<file path="src/rtl/itl_pkg.sv">
// Shared definitions for the interleaver address sequencer: widths, FSM states
// and the link table (base offset and block length per link ID).
package itl_pkg;

  localparam int A_WIDTH  = 16;
  localparam int ID_WIDTH = 6;
  localparam int LINK_MIN = 4;
  localparam int LINK_MAX = 29;

  typedef enum logic [1:0] {
    ST_IDLE  = 2'd0,
    ST_RUN   = 2'd1,
    ST_FLUSH = 2'd2
  } state_t;

  // Same table feeds the ROM content generator; keep the two in lockstep.
  localparam logic [15:0] LINK_BASE [LINK_MIN:LINK_MAX] = '{
    16'd0,     16'd952,   16'd1240,  16'd1912,  16'd2968,  16'd3160,  16'd3608,
    16'd4312,  16'd4744,  16'd5716,  16'd7012,  16'd7908,  16'd9924,
    16'd12612, 16'd14484, 16'd18516, 16'd24132, 16'd24228, 16'd24964,
    16'd28084, 16'd32628, 16'd36416, 16'd41192, 16'd46648, 16'd52680, 16'd57960
  };

  localparam logic [15:0] LINK_LEN [LINK_MIN:LINK_MAX] = '{
    16'd952,   16'd288,   16'd672,   16'd1056,  16'd192,   16'd448,   16'd704,
    16'd432,   16'd972,   16'd1296,  16'd896,   16'd2016,  16'd2688,
    16'd1872,  16'd4032,  16'd5616,  16'd96,    16'd736,   16'd3120,
    16'd4544,  16'd3788,  16'd4776,  16'd5456,  16'd6032,  16'd5280,  16'd5552
  };

endpackage

</file>
<file path="src/rtl/itl_link_lut.sv">
// Combinational link ID decode: ROM base offset, block length and a
// supported flag. IDs outside the table decode to zero with supported=0.
module itl_link_lut #(
  parameter int A_WIDTH  = 16,
  parameter int ID_WIDTH = 6
) (
  input  logic [ID_WIDTH-1:0] link_id,
  output logic [A_WIDTH-1:0]  base,
  output logic [A_WIDTH-1:0]  len,
  output logic                supported
);
  import itl_pkg::*;

  always_comb begin
    base      = '0;
    len       = '0;
    supported = 1'b0;
    for (int i = LINK_MIN; i <= LINK_MAX; i++) begin
      if (link_id == ID_WIDTH'(i)) begin
        base      = A_WIDTH'(LINK_BASE[i]);
        len       = A_WIDTH'(LINK_LEN[i]);
        supported = 1'b1;
      end
    end
  end

endmodule

</file>
<file path="src/rtl/itl_addr_gen.sv">
// Address sequencer for the external interleaver ROM: walks waddr 0..len-1 and
// emits valid/last flags aligned with the ROM's registered itl_addr output.
module itl_addr_gen #(
  parameter int A_WIDTH  = 16,
  parameter int ID_WIDTH = 6
) (
  input  logic                clk,
  input  logic                n_rst,
  input  logic                start,
  input  logic [ID_WIDTH-1:0] link_id,
  input  logic                abort,
  output logic [A_WIDTH-1:0]  waddr,
  output logic [A_WIDTH-1:0]  id_jump,
  output logic                itl_vld,
  output logic                itl_last,
  input  logic                itl_rdy,
  output logic                busy,
  output logic                done,
  output logic                err
);
  import itl_pkg::*;

  state_t               state_reg;
  logic [A_WIDTH-1:0]   waddr_reg;
  logic [A_WIDTH-1:0]   id_jump_reg;
  logic [A_WIDTH-1:0]   len_m1_reg;
  logic                 a_vld_reg;
  logic                 itl_vld_reg;
  logic                 itl_last_reg;
  logic                 done_reg;
  logic                 err_reg;

  logic [A_WIDTH-1:0]   lut_base;
  logic [A_WIDTH-1:0]   lut_len;
  logic                 lut_ok;
  logic                 adv;
  logic                 at_end;

  itl_link_lut #(
    .A_WIDTH  (A_WIDTH),
    .ID_WIDTH (ID_WIDTH)
  ) u_lut (
    .link_id   (link_id),
    .base      (lut_base),
    .len       (lut_len),
    .supported (lut_ok)
  );

  // The ROM register and the flag registers advance together, so a stall
  // freezes address, data and flags as one unit.
  assign adv    = !itl_vld_reg || itl_rdy;
  assign at_end = (waddr_reg == len_m1_reg);

  always_ff @(posedge clk or negedge n_rst) begin
    if (!n_rst) begin
      state_reg    <= ST_IDLE;
      waddr_reg    <= '0;
      id_jump_reg  <= '0;
      len_m1_reg   <= '0;
      a_vld_reg    <= 1'b0;
      itl_vld_reg  <= 1'b0;
      itl_last_reg <= 1'b0;
      done_reg     <= 1'b0;
      err_reg      <= 1'b0;
    end else begin
      done_reg <= 1'b0;
      err_reg  <= 1'b0;
      if (abort) begin
        state_reg    <= ST_IDLE;
        a_vld_reg    <= 1'b0;
        itl_vld_reg  <= 1'b0;
        itl_last_reg <= 1'b0;
      end else begin
        case (state_reg)
          ST_IDLE: begin
            if (start) begin
              if (lut_ok) begin
                state_reg   <= ST_RUN;
                id_jump_reg <= lut_base;
                len_m1_reg  <= lut_len - 1'b1;
                waddr_reg   <= '0;
                a_vld_reg   <= 1'b1;
              end else begin
                err_reg <= 1'b1;
              end
            end
          end
          ST_RUN: begin
            if (adv) begin
              itl_vld_reg  <= a_vld_reg;
              itl_last_reg <= a_vld_reg && at_end;
              if (!at_end) begin
                waddr_reg <= waddr_reg + 1'b1;
              end else begin
                a_vld_reg <= 1'b0;
                state_reg <= ST_FLUSH;
              end
            end
          end
          ST_FLUSH: begin
            if (itl_vld_reg && itl_last_reg && itl_rdy) begin
              state_reg    <= ST_IDLE;
              itl_vld_reg  <= 1'b0;
              itl_last_reg <= 1'b0;
              done_reg     <= 1'b1;
            end
          end
          default: state_reg <= ST_IDLE;
        endcase
      end
    end
  end

  assign waddr    = waddr_reg;
  assign id_jump  = id_jump_reg;
  assign itl_vld  = itl_vld_reg;
  assign itl_last = itl_last_reg;
  assign busy     = (state_reg != ST_IDLE);
  assign done     = done_reg;
  assign err      = err_reg;

endmodule

</file>
<file path="config.mk">
export PLATFORM = sky130hd
export DESIGN_NAME = itl_addr_gen
export DESIGN_NICKNAME = d
export VERILOG_FILES = /design/src/rtl/itl_pkg.sv /design/src/rtl/itl_link_lut.sv /design/src/rtl/itl_addr_gen.sv
export SDC_FILE = /design/constraint.sdc
export NUM_CORES = 1
export LEC_CHECK = 0
export ABC_AREA = 0
export CAP_MARGIN = 20
export CELL_PAD_IN_SITES_DETAIL_PLACEMENT = 1
export CELL_PAD_IN_SITES_GLOBAL_PLACEMENT = 2
export CORE_ASPECT_RATIO = 0.6
export CORE_UTILIZATION = 35
export CTS_CLUSTER_DIAMETER = 100
export CTS_CLUSTER_SIZE = 10
export DETAILED_ROUTE_END_ITERATION = 16
export GPL_TIMING_DRIVEN = 0
export PLACE_DENSITY_LB_ADDON = 0.15
export SETUP_SLACK_MARGIN = 0.5
export SLEW_MARGIN = 5
export SYNTH_ARGS = -nofsm -noshare
export SYNTH_HDL_FRONTEND = slang
export SYNTH_SLANG_ARGS = --single-unit
</file>
<file path="constraint.sdc">
create_clock -name clk -period 3 [get_ports clk]
set_input_delay 0.45 -clock clk [delete_from_list [all_inputs] [get_ports clk]]
set_output_delay 0.45 -clock clk [all_outputs]
set_load 0.03 [all_outputs]
</file>
==> qor.txt <==
Total GRT Usage: 0.2552
TritonCTS clock tree: done
Number of remaining DRC errors: 0
Post-synthesis compound-gate area fraction: 0.2422
CORE AREA: 9879 µm²
Cell repeated most along the worst path: buf_4
Worst R2R Start: waddr[10]$_DFFE_PN0P_
Seq/Total Area, Yosys: 0.3661
Clock sink count: 52
Fin util: 0.4469
Die Span X: 132.1 µm
Slew Limit Fails: 0
Fraction of layout cells with a size suffix above 1: 0.1118
Max reg flops: 16
Critical Path AT: 2.59 ns
Pleak: 1.758 nW
Top delay family on crit path: buffers and inverters
Number of synthesized flops with an enable pin: 0
FMAX: 416.4 MHz
Max Cap Violations: 0
Largest net degree at the start of global routing: 30
Global route overflow: 0
Synthesized area: 3555 µm²
WP buf/inv: 4
Final hold slack: 0.1358 ns
VDD IR max: 0.2696 mV
Setup CP Type: input pin to register
GPL Wtd Cong: 0.9268
Fin nets: 504
Final Hold Viols: 0
N_diodes: 0
Initial core utilization: 0.3598
Crit-path cells: clkdlybuf4s50_1 -> or3_4 -> a32oi_4 -> buf_6 -> nand2b_1 -> buf_4 -> buf_4 -> nand2_1 -> o41ai_1
TritonCTS buffer count: 5
Simple-gate area share of the yosys netlist: 0.2626
Clock Latency Late Sink: 0.30 ns
H-tree depth: 2
Flops & latches, synth: 52
Async set-reset flop share out of synthesis: 1.000
Post-synthesis adder-cell area fraction: 0.007040
Site row count: 28
Clk buf depth: 2
Yosys warns: 0
Final ANT Viol Nets: 0
Max_slew headroom: 0.5672
DIE HEIGHT: 80.06 µm
Crit path capture type: register
First-pass DRT Iterations: 4
Hold Buf Count CTS: 0
# IOs: 48
Worst EP required: 3.19 ns
Final min period: 2.402 ns
Initial antenna violation count: 0
Routed via count: 3649
Mux share of post-synthesis cell area: 0.009152
Worst setup path start: link_id[3]
Yosys cell types: 67
Crit Path Max Fanout: 10
Setup Skew: 0.005909 ns
Crit-path max cell delay: 0.44 ns
RSZ-0062 raised after global routing: yes
Largest family of logic cells by synthesized area: simple AND/OR/NAND/NOR gates
Via density: 5.820
Routed WL: 12840 µm
Via count of the first global-routing pass: 3702
Hold crit path type: input pin to async pin
Final setup violation count: 0
Wirelength per Cell: 20.48 µm
Root buf cell: clkbuf_16
Cells after Synth: 436
DPL Wire Length: 9575 µm
Mean Syn Cell Area: 8.153 µm²
Iter 0 DRT Violations: 294
Power per Cell Area: 491.8 nW/µm²
Status: finished clean
Syn-to-layout area delta: 24.22%
Die area: 10580 µm²
Top FF cell, synth: dfrtp_1
Worst path slowest cell: clkdlybuf4s50_1
Count of input and output buffers: 42
Worst-path clk slew: 0.07 ns
Fin crit share: 0.8006
Synth Area in XOR/XNOR: 0.05174
Startpoint types: input pin
Slew @ Worst Pin: 0.6478 ns
First-pass GRT wire length: 20760 µm
cell usage in the layout (no fill, tap or decap), types with 8 or more instances in the layout:
cell type / synthesis / routed
nand2_1: 55 / 55
a21oi_1: 34 / 33
o21ai_1: 17 / 18
nand3_1: 11 / 11
or3_1: 16 / 16
nor2b_1: 10 / 9
buf_2: 12 / 12
nand2b_1: 13 / 13
nor2_1: 19 / 19
xnor2_1: 15 / 15
o21ai_0: 37 / 36
buf_4: 5 / 10
dfrtp_1: 52 / 52
or4_1: 8 / 8
clkbuf_1: 17 / 11
clkdlybuf4s50_1: 0 / 39
path summary, 6_finish.rpt:
check,end,cells past startpoint,slack [ns]
max,len_m1_reg[11]$_DFFE_PN0P_,9,0.60
max reg2reg,waddr[11]$_DFFE_PN0P_,7,0.64
min in group clk,id_jump[2]$_DFFE_PN0P_,2,0.49
min,waddr[8]$_DFFE_PN0P_,1,0.14
max in group asynchronous,len_m1_reg[6]$_DFFE_PN0P_,2,2.29
min reg2reg,id_jump[2]$_DFFE_PN0P_,2,0.49
routing by layer:
| layer | track usage | share of wire | up-vias |
|---|---|---|---|
| li1 | - | - | 1683 |
| met1 | 0.3942 | 0.54 | 1840 |
| met2 | 0.3704 | 0.40 | 116 |
| met3 | 0.04356 | 0.052 | 10 |
| met4 | 0.03488 | 0.0046 | 0 |
| met5 | 0 | 0 | - |
repair_timing:
action | 4_1_cts | 5_1_grt
pin swaps | 1 | 2
buffers inserted | 1 | 3
resized for setup | 14 | 16
setup endpoints to repair | 37 | 28
power breakdown:
| group | internal [mW] | total [mW] | leakage (nW) | switching [mW] |
|---|---|---|---|---|
| combinational | 0.266 | 0.686 | 1.00 | 0.420 |
| clock | 0.334 | 0.615 | 0.0701 | 0.281 |
| sequential | 0.797 | 0.871 | 0.683 | 0.0732 |
layout make-up:
class / count / area [µm²]
fillers: 1184 / 5464
multi-input cells: 339 / 2096
flip-flops and latches: 52 / 1301
repair buffers: 47 / 462.9
plain buffers: 39 / 210.2
well taps: 135 / 168.9
clock buffers: 7 / 142.6
inverters: 7 / 26.28
clock inverters: 1 / 7.507
synthesized netlist by cell type (3+ instances only):
cell type,instances,area share
nand2_1,55,0.058
dfrtp_1,52,0.37
o21ai_0,37,0.052
a21oi_1,34,0.048
nor2_1,19,0.020
clkbuf_1,17,0.018
o21ai_1,17,0.024
or3_1,16,0.028
xnor2_1,15,0.037
nand2b_1,13,0.023
buf_2,12,0.017
nand3_1,11,0.015
nor2b_1,10,0.018
or4_1,8,0.017
inv_1,7,0.0074
a221oi_1,6,0.015
nand4_1,6,0.011
xor2_1,6,0.015
buf_4,5,0.011
nor3_1,5,0.0070
o22ai_1,5,0.0088
o31ai_1,5,0.011
a21o_1,4,0.0084
and2_1,4,0.0070
buf_1,4,0.0042
o2111ai_1,4,0.0099
a31oi_1,3,0.0053
nor3b_1,3,0.0063
o21bai_1,3,0.0063
or2_2,3,0.0053
stage by stage:
stage / instances / cell area [µm²] / setup TNS, ns / total power [mW] / setup WS (ns)
floorplan: 437 / 3558 / 0 / 1.278 / 0.7882
global placement: 614 / 4148 / -13.93 / 1.528 / -0.3191
detailed placement: 615 / 4163 / -0.6404 / 1.547 / -0.3627
CTS: 624 / 4375 / 0 / 2.173 / 0.3790
global route: 627 / 4415 / 0 / 2.279 / 0.4816
finish: 627 / 4415 / 0 / 2.171 / 0.5983
logic make-up (layout without fill, tap and decap cells):
logic type | count (synthesis) | after routing
buf+inv | 46 | 101
compound gates | 139 | 139
fa+ha+maj | 2 | 2
simple gates | 172 | 172
other cells | 1 | 2
xor+xnor | 21 | 21
flops | 52 | 52
mux | 3 | 3
(Power assumes the default switching activity.)
